[config.mk]
export PLATFORM = sky130hd
export DESIGN_NAME = ice_uart_deframer_flat
export DESIGN_NICKNAME = d
export VERILOG_FILES = /design/src/rtl/ice_uart_deframer_if.sv /design/src/rtl/ice_uart_deframer.sv /design/src/flat_wrapper.sv
export SDC_FILE = /design/constraint.sdc
export NUM_CORES = 1
export LEC_CHECK = 0
export CAP_MARGIN = 5
export CORE_AREA = 4 4 147 149
export DETAILED_ROUTE_END_ITERATION = 10
export DIE_AREA = 0 0 151 153
export GPL_ROUTABILITY_DRIVEN = 0
export PLACE_DENSITY = 0.75
export SETUP_SLACK_MARGIN = 0.05
export SYNTH_ARGS = -nofsm -noshare
export SYNTH_HDL_FRONTEND = slang
export SYNTH_SLANG_ARGS = --single-unit
[constraint.sdc]
create_clock -name clk -period 3.53 [get_ports clk]
set_input_delay 0.706 -clock clk [delete_from_list [all_inputs] [get_ports clk]]
set_output_delay 0.706 -clock clk [all_outputs]
set_load 0.01 [all_outputs]
[src/rtl/ice_uart_deframer_if.sv]
// Handshake bundle between the UART byte deframer and its consumers.
interface ice_uart_deframer_if;
    logic [7:0] rx_data;
    logic       rx_latch;
    logic       hdr_valid;
    logic       hdr_ready;
    logic [7:0] hdr_type;
    logic [7:0] hdr_id;
    logic [7:0] hdr_len;
    logic [7:0] out_data;
    logic       out_last;
    logic       out_valid;
    logic       out_ready;
    logic       err_timeout;
    logic       err_overflow;
    logic       err_clear;
    logic       busy;

    // Deframer side
    modport master (
        input  rx_data, rx_latch, hdr_ready, out_ready, err_clear,
        output hdr_valid, hdr_type, hdr_id, hdr_len,
        output out_data, out_last, out_valid,
        output err_timeout, err_overflow, busy
    );

    // Byte source / header and payload consumer side
    modport slave (
        output rx_data, rx_latch, hdr_ready, out_ready, err_clear,
        input  hdr_valid, hdr_type, hdr_id, hdr_len,
        input  out_data, out_last, out_valid,
        input  err_timeout, err_overflow, busy
    );
endinterface

[src/rtl/ice_uart_deframer.sv]
// ICE host frame deframer: [type][id][len N][N payload] -> header register + payload FIFO.
module ice_uart_deframer #(
    parameter int unsigned FIFO_DEPTH     = 16,
    parameter int unsigned TIMEOUT_CYCLES = 100000
) (
    input logic                 clk,
    input logic                 reset,
    ice_uart_deframer_if.master bus
);

    localparam int unsigned AW = $clog2(FIFO_DEPTH);
    localparam int unsigned PW = AW + 1;
    localparam int unsigned TW = $clog2(TIMEOUT_CYCLES + 1);

    typedef enum logic [2:0] {
        S_TYPE,
        S_ID,
        S_LEN,
        S_PAYLOAD,
        S_SKIP
    } state_t;

    state_t          state_q, state_d;
    logic [7:0]      type_q, type_d;
    logic [7:0]      id_q, id_d;
    logic [7:0]      rem_q, rem_d;
    logic [TW-1:0]   tmo_q, tmo_d;
    logic            hdr_valid_q, hdr_valid_d;
    logic [7:0]      hdr_type_q, hdr_type_d;
    logic [7:0]      hdr_id_q, hdr_id_d;
    logic [7:0]      hdr_len_q, hdr_len_d;
    logic            err_tmo_q, err_tmo_d;
    logic            err_ovf_q, err_ovf_d;
    logic            busy_q;
    logic [PW-1:0]   wr_ptr_q, wr_ptr_d;
    logic [PW-1:0]   rd_ptr_q, rd_ptr_d;
    logic [8:0]      mem_q [FIFO_DEPTH];
    logic            out_valid_q, out_valid_d;
    logic [7:0]      out_data_q, out_data_d;
    logic            out_last_q, out_last_d;

    logic            full_c;
    logic            pop_c;
    logic            hdr_acc_c;
    logic            want_push_c;
    logic            push_c;
    logic [8:0]      push_data_c;
    logic            set_ovf_c;
    logic            set_tmo_c;
    logic            empty_d_c;
    logic [8:0]      head_c;

    // FIFO status and handshake qualifiers
    always_comb begin
        full_c    = (wr_ptr_q[AW-1:0] == rd_ptr_q[AW-1:0]) && (wr_ptr_q[AW] != rd_ptr_q[AW]);
        pop_c     = out_valid_q & bus.out_ready;
        hdr_acc_c = hdr_valid_q & bus.hdr_ready;
    end

    // Frame parser next state; a timeout outranks a byte arriving on the same cycle
    always_comb begin
        state_d     = state_q;
        type_d      = type_q;
        id_d        = id_q;
        rem_d       = rem_q;
        hdr_valid_d = hdr_valid_q & ~hdr_acc_c;
        hdr_type_d  = hdr_type_q;
        hdr_id_d    = hdr_id_q;
        hdr_len_d   = hdr_len_q;
        want_push_c = 1'b0;
        push_data_c = 9'(0);
        set_ovf_c   = 1'b0;
        set_tmo_c   = 1'b0;

        if (bus.rx_latch || state_q == S_TYPE) begin
            tmo_d = '0;
        end else begin
            tmo_d = tmo_q + TW'(1);
        end

        if (state_q != S_TYPE && tmo_q == TW'(TIMEOUT_CYCLES)) begin
            state_d   = S_TYPE;
            set_tmo_c = 1'b1;
        end else if (bus.rx_latch) begin
            case (state_q)
                S_TYPE: begin
                    type_d  = bus.rx_data;
                    state_d = S_ID;
                end
                S_ID: begin
                    id_d    = bus.rx_data;
                    state_d = S_LEN;
                end
                S_LEN: begin
                    rem_d = bus.rx_data;
                    if (!hdr_valid_q || hdr_acc_c) begin
                        hdr_valid_d = 1'b1;
                        hdr_type_d  = type_q;
                        hdr_id_d    = id_q;
                        hdr_len_d   = bus.rx_data;
                        state_d     = (bus.rx_data == 8'd0) ? S_TYPE : S_PAYLOAD;
                    end else begin
                        set_ovf_c = 1'b1;
                        state_d   = (bus.rx_data == 8'd0) ? S_TYPE : S_SKIP;
                    end
                end
                S_PAYLOAD: begin
                    want_push_c = 1'b1;
                    push_data_c = {(rem_q == 8'd1), bus.rx_data};
                    rem_d       = rem_q - 8'd1;
                    if (rem_q == 8'd1) begin
                        state_d = S_TYPE;
                    end
                end
                S_SKIP: begin
                    rem_d = rem_q - 8'd1;
                    if (rem_q == 8'd1) begin
                        state_d = S_TYPE;
                    end
                end
                default: state_d = S_TYPE;
            endcase
        end

        push_c = want_push_c & ~full_c;
        if (want_push_c && full_c) begin
            set_ovf_c = 1'b1;
        end

        err_tmo_d = set_tmo_c ? 1'b1 : (bus.err_clear ? 1'b0 : err_tmo_q);
        err_ovf_d = set_ovf_c ? 1'b1 : (bus.err_clear ? 1'b0 : err_ovf_q);
    end

    // FIFO pointers and registered head; bypass covers a push landing in the new head slot
    always_comb begin
        wr_ptr_d  = wr_ptr_q + PW'(push_c);
        rd_ptr_d  = rd_ptr_q + PW'(pop_c);
        empty_d_c = (wr_ptr_d == rd_ptr_d);
        if (push_c && rd_ptr_d[AW-1:0] == wr_ptr_q[AW-1:0]) begin
            head_c = push_data_c;
        end else begin
            head_c = mem_q[rd_ptr_d[AW-1:0]];
        end
        out_valid_d = ~empty_d_c;
        out_data_d  = empty_d_c ? 8'd0 : head_c[7:0];
        out_last_d  = empty_d_c ? 1'b0 : head_c[8];
    end

    // Payload storage
    always_ff @(posedge clk) begin
        if (push_c) begin
            mem_q[wr_ptr_q[AW-1:0]] <= push_data_c;
        end
    end

    // State and output registers
    always_ff @(posedge clk or negedge reset) begin
        if (!reset) begin
            state_q     <= S_TYPE;
            type_q      <= 8'd0;
            id_q        <= 8'd0;
            rem_q       <= 8'd0;
            tmo_q       <= '0;
            hdr_valid_q <= 1'b0;
            hdr_type_q  <= 8'd0;
            hdr_id_q    <= 8'd0;
            hdr_len_q   <= 8'd0;
            err_tmo_q   <= 1'b0;
            err_ovf_q   <= 1'b0;
            busy_q      <= 1'b0;
            wr_ptr_q    <= '0;
            rd_ptr_q    <= '0;
            out_valid_q <= 1'b0;
            out_data_q  <= 8'd0;
            out_last_q  <= 1'b0;
        end else begin
            state_q     <= state_d;
            type_q      <= type_d;
            id_q        <= id_d;
            rem_q       <= rem_d;
            tmo_q       <= tmo_d;
            hdr_valid_q <= hdr_valid_d;
            hdr_type_q  <= hdr_type_d;
            hdr_id_q    <= hdr_id_d;
            hdr_len_q   <= hdr_len_d;
            err_tmo_q   <= err_tmo_d;
            err_ovf_q   <= err_ovf_d;
            busy_q      <= (state_d != S_TYPE);
            wr_ptr_q    <= wr_ptr_d;
            rd_ptr_q    <= rd_ptr_d;
            out_valid_q <= out_valid_d;
            out_data_q  <= out_data_d;
            out_last_q  <= out_last_d;
        end
    end

    assign bus.hdr_valid    = hdr_valid_q;
    assign bus.hdr_type     = hdr_type_q;
    assign bus.hdr_id       = hdr_id_q;
    assign bus.hdr_len      = hdr_len_q;
    assign bus.out_data     = out_data_q;
    assign bus.out_last     = out_last_q;
    assign bus.out_valid    = out_valid_q;
    assign bus.err_timeout  = err_tmo_q;
    assign bus.err_overflow = err_ovf_q;
    assign bus.busy         = busy_q;

endmodule
[src/flat_wrapper.sv]
// flat-port wrapper written by rule: the top's interface ports become plain ports
module ice_uart_deframer_flat 
#(
    parameter int unsigned FIFO_DEPTH     = 16,
    parameter int unsigned TIMEOUT_CYCLES = 100000
)
  (clk, reset, bus_rx_data, bus_rx_latch, bus_hdr_ready, bus_out_ready, bus_err_clear, bus_hdr_valid, bus_hdr_type, bus_hdr_id, bus_hdr_len, bus_out_data, bus_out_last, bus_out_valid, bus_err_timeout, bus_err_overflow, bus_busy);
  ice_uart_deframer_if bus_i ();
  input logic clk;
  input logic reset;
  input wire logic [$bits(bus_i.rx_data)-1:0] bus_rx_data;
  input wire logic [$bits(bus_i.rx_latch)-1:0] bus_rx_latch;
  input wire logic [$bits(bus_i.hdr_ready)-1:0] bus_hdr_ready;
  input wire logic [$bits(bus_i.out_ready)-1:0] bus_out_ready;
  input wire logic [$bits(bus_i.err_clear)-1:0] bus_err_clear;
  output wire logic [$bits(bus_i.hdr_valid)-1:0] bus_hdr_valid;
  output wire logic [$bits(bus_i.hdr_type)-1:0] bus_hdr_type;
  output wire logic [$bits(bus_i.hdr_id)-1:0] bus_hdr_id;
  output wire logic [$bits(bus_i.hdr_len)-1:0] bus_hdr_len;
  output wire logic [$bits(bus_i.out_data)-1:0] bus_out_data;
  output wire logic [$bits(bus_i.out_last)-1:0] bus_out_last;
  output wire logic [$bits(bus_i.out_valid)-1:0] bus_out_valid;
  output wire logic [$bits(bus_i.err_timeout)-1:0] bus_err_timeout;
  output wire logic [$bits(bus_i.err_overflow)-1:0] bus_err_overflow;
  output wire logic [$bits(bus_i.busy)-1:0] bus_busy;
  assign bus_i.rx_data = bus_rx_data;
  assign bus_i.rx_latch = bus_rx_latch;
  assign bus_i.hdr_ready = bus_hdr_ready;
  assign bus_i.out_ready = bus_out_ready;
  assign bus_i.err_clear = bus_err_clear;
  assign bus_hdr_valid = bus_i.hdr_valid;
  assign bus_hdr_type = bus_i.hdr_type;
  assign bus_hdr_id = bus_i.hdr_id;
  assign bus_hdr_len = bus_i.hdr_len;
  assign bus_out_data = bus_i.out_data;
  assign bus_out_last = bus_i.out_last;
  assign bus_out_valid = bus_i.out_valid;
  assign bus_err_timeout = bus_i.err_timeout;
  assign bus_err_overflow = bus_i.err_overflow;
  assign bus_busy = bus_i.busy;
  ice_uart_deframer #(.FIFO_DEPTH(FIFO_DEPTH), .TIMEOUT_CYCLES(TIMEOUT_CYCLES)) u_core (.clk(clk), .reset(reset), .bus(bus_i));
endmodule
======== After elaboration in Yosys (flattened, before gate mapping) ========
Memory sizes are Yosys's and may differ from the RTL's.
Cells that the tools add are included.
operators by class
  add/subtract/negate cells ............... 4
  eq/ne operators ......................... 10
  mux-type cells .......................... 33
  bitwise operators ....................... 8
  reductions and logical operators ........ 19
operator list
  cell                                                                 number
  9-bit 2-to-1 mux                                                     4
  1-bit 2-to-1 mux                                                     19
  17-bit by 1-bit adder with 17-bit output (second input constant)     1
  17-bit == test (second input constant)                               1
  17-bit 2-to-1 mux                                                    1
  8-bit one-hot mux with 2 select lines                                1
  3-bit 2-to-1 mux                                                     5
  3-bit one-hot mux with 4 select lines                                1
  5-bit by 1-bit adder with 5-bit output                               2
  3-bit AND reduction                                                  3
  4-bit == test                                                        2
  8-bit by 1-bit == test with 1-bit output (second input constant)     1
  8-bit zero test                                                      1
  8-bit 2-to-1 mux                                                     1
  8-bit by 1-bit subtractor with 8-bit output (second input constant)  1
  3-bit by 2-bit == test with 1-bit output (second input constant)     2
  2-bit nonzero test                                                   3
  3-bit nonzero test                                                   2
  5-bit == test                                                        1
  1-bit bitwise AND                                                    4
  1-bit logical AND                                                    4
  1-bit inverter                                                       4
  4-bit AND reduction                                                  1
  3-bit by 1-bit == test with 1-bit output (second input constant)     1
  7 further kinds                                                      8
storage, ports and cells
  bits in registers ....................... 92
  memory bits (writable) .................. 144
  output and inout port bits .............. 38
  memories kept ........................... 1
memories
  memory        depth  width  read ports  clocked after memory_dff  wr ports  RTL line                 RTL
  u_core.mem_q  16     9      1           0                         1         ice_uart_deframer.sv:37  logic [8:0] mem_q [FIFO_DEPTH];

======== Depth between registers and ports, before layout ========
Gate-level depths: netlist of run 1.
  depth in word-level cells ............... 8
  gate-level depth with buffers ........... 13
  depth with buffers taken out ............ 13

======== Least setup slack after synthesis of run 1 ========
Ideal clock, no wire load.
  path kind ............................... register to register
  start ................................... register u_core.tmo_q[3]
  end ..................................... register u_core.out_data_q[0] (netlist: u_core.bus.out_data[0])
  setup time .............................. 159 ps
  arrival time ............................ 3181 ps
  data required time ...................... 3371 ps
  path slack .............................. 189 ps
  cell stages (with the launch flop) ...... 12
  clock period less this slack ............ 3341 ps
  cells stage by stage .................... dfrtp_1 or4_1 or3_4 o211ai_4 nor2_1 ha_1 ha_1 xor2_1 xnor2_1 nand3_1 nor4b_2 a21oi_1
between the ends
  longest elaborated chain between the ends .. 7
  elaborated cells on any way between the ends .. 10
RTL lines
  what                                    RTL line                  RTL
  start, declared                         ice_uart_deframer.sv:27   logic [TW-1:0] tmo_q, tmo_d;
  start signal, assigned                  ice_uart_deframer.sv:181  tmo_q <= tmo_d;
  17-bit == test                          ice_uart_deframer.sv:81   if (state_q != S_TYPE && tmo_q == TW'(TIMEOUT_CYCLES)) begin
  1-bit logical AND                       ice_uart_deframer.sv:81
  1-bit 2-to-1 mux                        ice_uart_deframer.sv:81
  1-bit bitwise AND                       ice_uart_deframer.sv:125  push_c = want_push_c & ~full_c;
  5-bit by 1-bit adder with 5-bit output  ice_uart_deframer.sv:136  wr_ptr_d = wr_ptr_q + PW'(push_c);
  net u_core.wr_ptr_d[2]                  ice_uart_deframer.sv:35   logic [PW-1:0] wr_ptr_q, wr_ptr_d;
  5-bit == test                           ice_uart_deframer.sv:138  empty_d_c = (wr_ptr_d == rd_ptr_d);
  8-bit 2-to-1 mux                        ice_uart_deframer.sv:145  out_data_d = empty_d_c ? 8'd0 : head_c[7:0];
  net u_core.out_data_d[0]                ice_uart_deframer.sv:39   logic [7:0] out_data_q, out_data_d;
  end signal, assigned                    ice_uart_deframer.sv:192  out_data_q <= out_data_d;
  end, declared                           ice_uart_deframer.sv:39
The timed path passes the listed nets, and every way through them passes these cells.
A chain may end at the register's enable or synchronous reset.

======== Worst setup path in the final report of run 1 ========
  start ................................... register u_core.tmo_q[3]
  end ..................................... register u_core.out_data_q[5] (netlist: u_core.bus.out_data[5])
between the ends
  longest elaborated chain between the ends .. 7
  elaborated cells on any way between the ends .. 10
RTL lines
  what                                                                         RTL line
  17-bit == test (*)                                                           ice_uart_deframer.sv:81
  1-bit logical AND (*)                                                        ice_uart_deframer.sv:81
  1-bit 2-to-1 mux                                                             ice_uart_deframer.sv:81
  1-bit bitwise AND                                                            ice_uart_deframer.sv:125
  5-bit by 1-bit adder with 5-bit output or 1-bit logical AND (tied branches)  ice_uart_deframer.sv:136, ice_uart_deframer.sv:139
  5-bit == test or 9-bit 2-to-1 mux (tied branches)                            ice_uart_deframer.sv:138, ice_uart_deframer.sv:139
  8-bit 2-to-1 mux (*)                                                         ice_uart_deframer.sv:145
  net u_core.out_data_d[5]                                                     ice_uart_deframer.sv:39
Mark *: on every way through the listed nets, which the timed path passes. The rest lies on a longest branch.

==> flow_metrics.py, run 1 <==
metrics = {
    "drt": {
        "drt-pass1-iter-count": 5,
        "via_count": 5705,
        "drc": 0,
        "drt-initial-drc-count": 505,
        "ant_nets": 0,
        "wl_per_cell_um": 21.6,
        "wirelength_um": 21500,
        "drt-vias-per-instance": 5.73,
    },
    "worst_setup_path": {
        "arrival_ns": 3.72,
        "required_ns": 3.93,
        "crit_fanout": 5,
        "cp_cell_sequence": "or4_1 -> or3_4 -> o211ai_4 -> nor2_1 -> ha_1 -> ha_1 -> nand3_1 -> xor2_1 -> nor2_1 -> nor4b_4 -> buf_4 -> a21oi_1",
        "crit_path_max_incr_delay_ns": 0.53,
        "slowest_stage": "or4_1",
        "cp_top_family": "simple AND/OR/NAND/NOR gates",
        "crit_buf_inv": 1,
        "endpoint_kind": "register",
        "start_kind": "register",
        "crit_type": "reg2reg",
    },
    "die": {
        "dieArea_um2": 23100,
        "die_y_um": 153,
        "die_x_um": 151,
        "coreArea_um2": 20200,
        "rows": 52,
        "floorplan.initialDensity": 0.484,
        "pin_count": 52,
    },
    "global_routing": {
        "grt_usage": 0.187,
        "grt_overflow_total": 0,
        "grt_pass1_vias": 5876,
        "antenna_found_initial": 0,
        "grt_pass1_wl_um": 33400,
        "grt_max_degree": 93,
    },
    "placed_design": {
        "dp_cells": 950,
        "portBuffers": 51,
        "hpwl_um": 14100,
    },
    "clock_tree": {
        "path_clk_slew_ns": 0.06,
        "root_buffer": "clkbuf_16",
        "htreeDepth": 1,
        "cts_buffers": 24,
        "cts_buffer_depth": 3,
        "clock_sinks": 236,
        "cts_tree": "yes",
        "cts_hold_buf": 0,
        "clk_latency_ns": 0.52,
    },
    "finish": {
        "final_net_count": 730,
        "syn_to_final_growth_pct": 19.6,
        "drive_above_1_share": 0.202,
        "final_cells": 996,
        "antennaDiodeCount": 0,
    },
    "synthesis": {
        "synth_enable_flop_cells": 144,
        "synth_cells": 616,
        "ys.flop_type": "edfxtp_1",
        "yosys.area.top_type_share": 0.443,
        "ys_warn_count": 0,
        "ys_ff_latch": 236,
        "ys_top_cells_by_area": "edfxtp_1 (44%), dfrtp_1 (24%), mux4_2 (8.3%)",
        "synthArstFlopShare": 0.390,
        "yosysMostFrequentCell": "edfxtp_1",
        "syn_area_um2": 9760,
        "synth_cell_types": 54,
        "synth_commonest_cells": "edfxtp_1 (144), dfrtp_1 (92), nor2_1 (45)",
        "yosysTopAreaCell": "edfxtp_1",
        "synth-seq-area-share": 0.679,
        "syn_nets": 638,
        "synth.avg_cell_area_um2": 15.8,
    },
    "hold_path": {
        "holdCritPathClass": "in2async",
    },
    "sta": {
        "finalCritPeriodShare": 0.941,
        "fin_crit_ns": 3.32,
        "tightest_slew_ns": 1.22,
        "slew_viol_final": 0,
        "setup_viol": 0,
        "rsz0062_at_grt": "false",
        "fin_skew_ns": 0.0231,
        "fin_setup_tns_ns": 0,
        "max_slew_margin": 0.188,
        "hold_viol_final": 0,
        "max_freq_ghz": 0.301,
    },
    "power_and_ir_drop": {
        "ir_drop_uv": 542,
        "power.static_leakage_nw": 4.32,
        "powerDensity_nw_per_um2": 899,
    },
    "job": {
        "maxCapViolCount": 0,
    },
    "run_status": {
        "status": "complete, no violations",
    },
}
[cells by family after synthesis]
kind of cell	synth area share
buffers and inverters	0.0177
flip-flops	0.679
adder cells (fa/ha/maj)	0.0103
AO/OA/AOI/OAI	0.0554
multiplexers	0.130
XOR/XNOR	0.0277
AND/OR/NAND/NOR	0.0796
[sequential cells by signal (all words and copies together) (netlist names)]
signal and count:
u_core.bus.busy 1, u_core.bus.err_overflow 1, u_core.bus.err_timeout 1, u_core.bus.hdr_id 8
u_core.bus.hdr_len 8, u_core.bus.hdr_type 8, u_core.bus.hdr_valid 1, u_core.bus.out_data 8
u_core.bus.out_last 1, u_core.bus.out_valid 1, u_core.id_q 8, u_core.mem_q 144
u_core.rd_ptr_q 5, u_core.rem_q 8, u_core.state_q 3, u_core.tmo_q 17
u_core.type_q 8, u_core.wr_ptr_q 5
[path summary, 6_finish.rpt]
| path | start | end | slack [ns] | cells after the start |
|---|---|---|---|---|
| min in group clk | u_core.type_q[5] | u_core.bus.hdr_type[5] | 0.48 | 1 |
| max in group asynchronous | reset | u_core.wr_ptr_q[3] | 2.37 | 1 |
| worst min register to register | u_core.type_q[5] | u_core.bus.hdr_type[5] | 0.48 | 1 |
| worst max register to register | u_core.tmo_q[3] | u_core.bus.out_data[5] | 0.21 | 12 |
| worst max-delay path | u_core.tmo_q[3] | u_core.bus.out_data[5] | 0.21 | 12 |
| worst min-delay path | reset | u_core.type_q[0] | 0.44 | 1 |
[repair_timing]
item                       in CTS  in global routing
setup endpoints to repair       0                 10
setup buffers                   0                  1
gates resized for setup         0                  4
[layout by cell type, fill, tap and decap left out, types with 10 or more instances in the layout]
master / count
a21o_1: 10
a21oi_1: 25
a22oi_1: 21
and2_1: 12
buf_4: 38
clkbuf_16: 25
clkdlybuf4s50_1: 50
dfrtp_1: 92
edfxtp_1: 144
inv_1: 15
mux2_1: 23
mux2_2: 17
mux4_2: 36
nand2_1: 21
nand3_1: 18
nor2_1: 45
nor3_1: 13
o21ai_0: 13
xnor2_1: 12
xor2_1: 16
[per-layer routing]
| layer | GRT usage | wire length, um |
|---|---|---|
| met1 | 0.265 | 8880 |
| met2 | 0.302 | 10500 |
| met3 | 0.0344 | 1600 |
| met4 | 0.0466 | 500 |
| met5 | 0 | 0 |
[through the flow]
| step | setup slack (ns) | hold slack (ns) | area [um^2] | util | power [mW] |
|---|---|---|---|---|---|
| after floorplan | 0.189 | 0.410 | 9760 | - | 6.42 |
| after global placement | 0.282 | 0.462 | 10800 | 0.534 | 7.66 |
| after detailed placement | 0.167 | 0.470 | 10800 | 0.534 | 7.81 |
| after CTS | 0.169 | 0.462 | 11600 | 0.577 | 10.5 |
| after global routing | 0.0420 | 0.508 | 11700 | 0.579 | 11.0 |
| final | 0.208 | 0.440 | 11700 | 0.579 | 10.5 |
[layout make-up]
cell class / count / area, um^2
Clock buffer: 36 / 741
Clock inverter: 8 / 128
Timing Repair Buffer: 89 / 806
Multi-Input combinational cell: 342 / 2980
Fill cell: 1540 / 8500
Inverter: 15 / 56.3
Sequential cell: 236 / 6630
Tap cell: 270 / 338
[report_power, final]
group	switching, mW	internal, mW
clock	1.01	1.67
combinational	2.00	1.92
sequential	0.383	3.51
Power figures use the tool's default switching activity.
==> inputs of run 2 (changes only) <==
Settings changed: CAP_MARGIN 5 to 20, RECOVER_POWER set to 50.
==> run 2 against run 1 <==
Compared with the run above: critical endpoint unchanged; wire length is essentially flat; largest power group is now sequential cells; clock-buffer cell count is the same; first-iteration DRC count shrank 8.3%; cell count grew 0.20%; critical path type unchanged; maximum frequency shrank 0.65%; power shrank 1.0%; clock skew shrank 0.0011 ns; the flow now finishes with violations (max-capacitance violations, max-slew violations).
==> flow_metrics.py, run 2 (synthesis results as in run 1) <==
metrics = {
    "drt": {
        "drt-initial-drc-count": 463,
        "drt-pass1-iter-count": 5,
        "via_count": 5750,
        "wl_per_cell_um": 21.6,
        "drc": 0,
        "drt-vias-per-instance": 5.76,
        "ant_nets": 0,
        "wirelength_um": 21500,
    },
    "worst_setup_path": {
        "start_kind": "register",
        "endpoint_kind": "register",
        "cp_cell_sequence": "or4_1 -> or3_1 -> o211ai_4 -> nor2_1 -> ha_1 -> ha_1 -> nand3_1 -> xor2_1 -> nor2_1 -> nor4b_4 -> buf_4 -> a21oi_1",
        "reg2regPathDepth": 12,
        "crit_type": "reg2reg",
        "required_ns": 3.93,
        "crit_fanout": 5,
        "crit_path_max_incr_delay_ns": 0.52,
        "slowest_stage": "or4_1",
        "arrival_ns": 3.74,
    },
    "sta": {
        "hold_viol_final": 0,
        "finalCritPeriodShare": 0.947,
        "max_freq_ghz": 0.299,
        "slew_viol_final": 36,
        "max_slew_margin": -0.211,
        "setup_viol": 0,
        "fin_setup_tns_ns": 0,
        "fin_crit_ns": 3.34,
        "tightest_slew_ns": 1.82,
        "fin_skew_ns": 0.0220,
        "rsz0062_at_grt": "false",
    },
    "global_routing": {
        "grt_overflow_total": 0,
        "antenna_found_initial": 2,
        "grt_usage": 0.187,
        "grt_max_degree": 93,
        "grt_pass1_vias": 5876,
        "grt_pass1_wl_um": 33400,
    },
    "hold_path": {
        "holdCritPathClass": "reg2reg",
        "holdPathStages": 1,
    },
    "power_and_ir_drop": {
        "powerDensity_nw_per_um2": 895,
        "ir_drop_uv": 541,
        "power.static_leakage_nw": 4.30,
    },
    "clock_tree": {
        "cts_buffer_depth": 3,
        "clk_latency_ns": 0.52,
        "cts_buffers": 24,
        "clock_sinks": 236,
        "path_clk_slew_ns": 0.06,
        "cts_hold_buf": 0,
        "cts_tree": "yes",
        "root_buffer": "clkbuf_16",
        "htreeDepth": 1,
    },
    "job": {
        "maxCapViolCount": 1,
    },
    "run_status": {
        "violations": "max-capacitance violations, max-slew violations",
        "status": "finished, violations left",
    },
    "die": {
        "pin_count": 52,
        "dieArea_um2": 23100,
        "rows": 52,
        "floorplan.initialDensity": 0.484,
        "die_x_um": 151,
        "coreArea_um2": 20200,
        "die_y_um": 153,
    },
    "finish": {
        "final_common_cell": "edfxtp_1",
        "drive_above_1_share": 0.176,
        "syn_to_final_growth_pct": 18.9,
        "final_net_count": 732,
        "largest_reg_flops": 144,
        "fin_util": 0.575,
        "layout_common_cells": "edfxtp_1 (144), dfrtp_1 (92), nor2_1 (45), dlygate4sd3_1 (40), mux4_2 (36)",
        "antennaDiodeCount": 0,
    },
    "placed_design": {
        "portBuffers": 51,
        "hpwl_um": 14100,
    },
}
## run 2: changes by cell type in the layout (fill, tap and decap cells not counted), sizes merged
cell | before | now
buf | 39 | 25
clkbuf | 36 | 52
clkdlybuf4s50 | 50 | 10
dlygate4sd3 | 0 | 40
## run 2: worst max-delay path: cells and delay by family, from the launching register on
kind                     cells  cell delay (ns)
flip-flops                   1             0.43
buffers and inverters        1             0.20
AND/OR/NAND/NOR              6             1.61
AO/OA/AOI/OAI                2             0.30
adder cells (fa/ha/maj)      2             0.49
XOR/XNOR                     1             0.23
## run 2: final timing paths
check | slack (ns) | start | to
setup / recovery | 0.19 | u_core.tmo_q[3] | u_core.bus.out_data[5]
hold / removal | 0.48 | u_core.type_q[5] | u_core.bus.hdr_type[5]
setup reg to reg | 0.19 | u_core.tmo_q[3] | u_core.bus.out_data[5]
hold reg to reg | 0.48 | u_core.type_q[5] | u_core.bus.hdr_type[5]
max in group asynchronous | 0.60 | reset | u_core.wr_ptr_q[3]
min in group asynchronous | 0.69 | reset | u_core.type_q[0]
## run 2: what timing repair did
item,in CTS,in global routing
setup endpoints to repair,0,10
resized for setup,0,4
buffers inserted,0,1
## run 2: layout make-up
| class | count | area [um^2] |
|---|---|---|
| Fill cell | 1555 | 8560 |
| Clock inverter | 8 | 128 |
| Multi-Input combinational cell | 342 | 2950 |
| Sequential cell | 236 | 6630 |
| Inverter | 15 | 56.3 |
| Clock buffer | 36 | 741 |
| Tap cell | 270 | 338 |
| Timing Repair Buffer | 91 | 762 |
## run 2: layer usage
layer | share of wire | track usage
met1 | 0.42 | 0.265
met5 | 0 | 0
met3 | 0.070 | 0.0344
met4 | 0.023 | 0.0466
met2 | 0.49 | 0.302
## run 2: stage by stage
stage	total power, mW	worst slack [ns]	std cells	cell area [um^2]	hold slack [ns]
after global routing	10.9	0.0164	998	11600	0.507
after floorplan	6.42	0.189	616	9760	0.410
after CTS	10.5	0.169	994	11600	0.462
final	10.4	0.186	998	11600	0.480
after global placement	7.66	0.282	950	10800	0.462
after detailed placement	7.81	0.167	950	10800	0.470
## run 2: report_power, final
group	total [mW]	internal (mW)	switching (mW)
clock	2.68	1.67	1.01
combinational	3.82	1.82	2.00
sequential	3.89	3.51	0.373
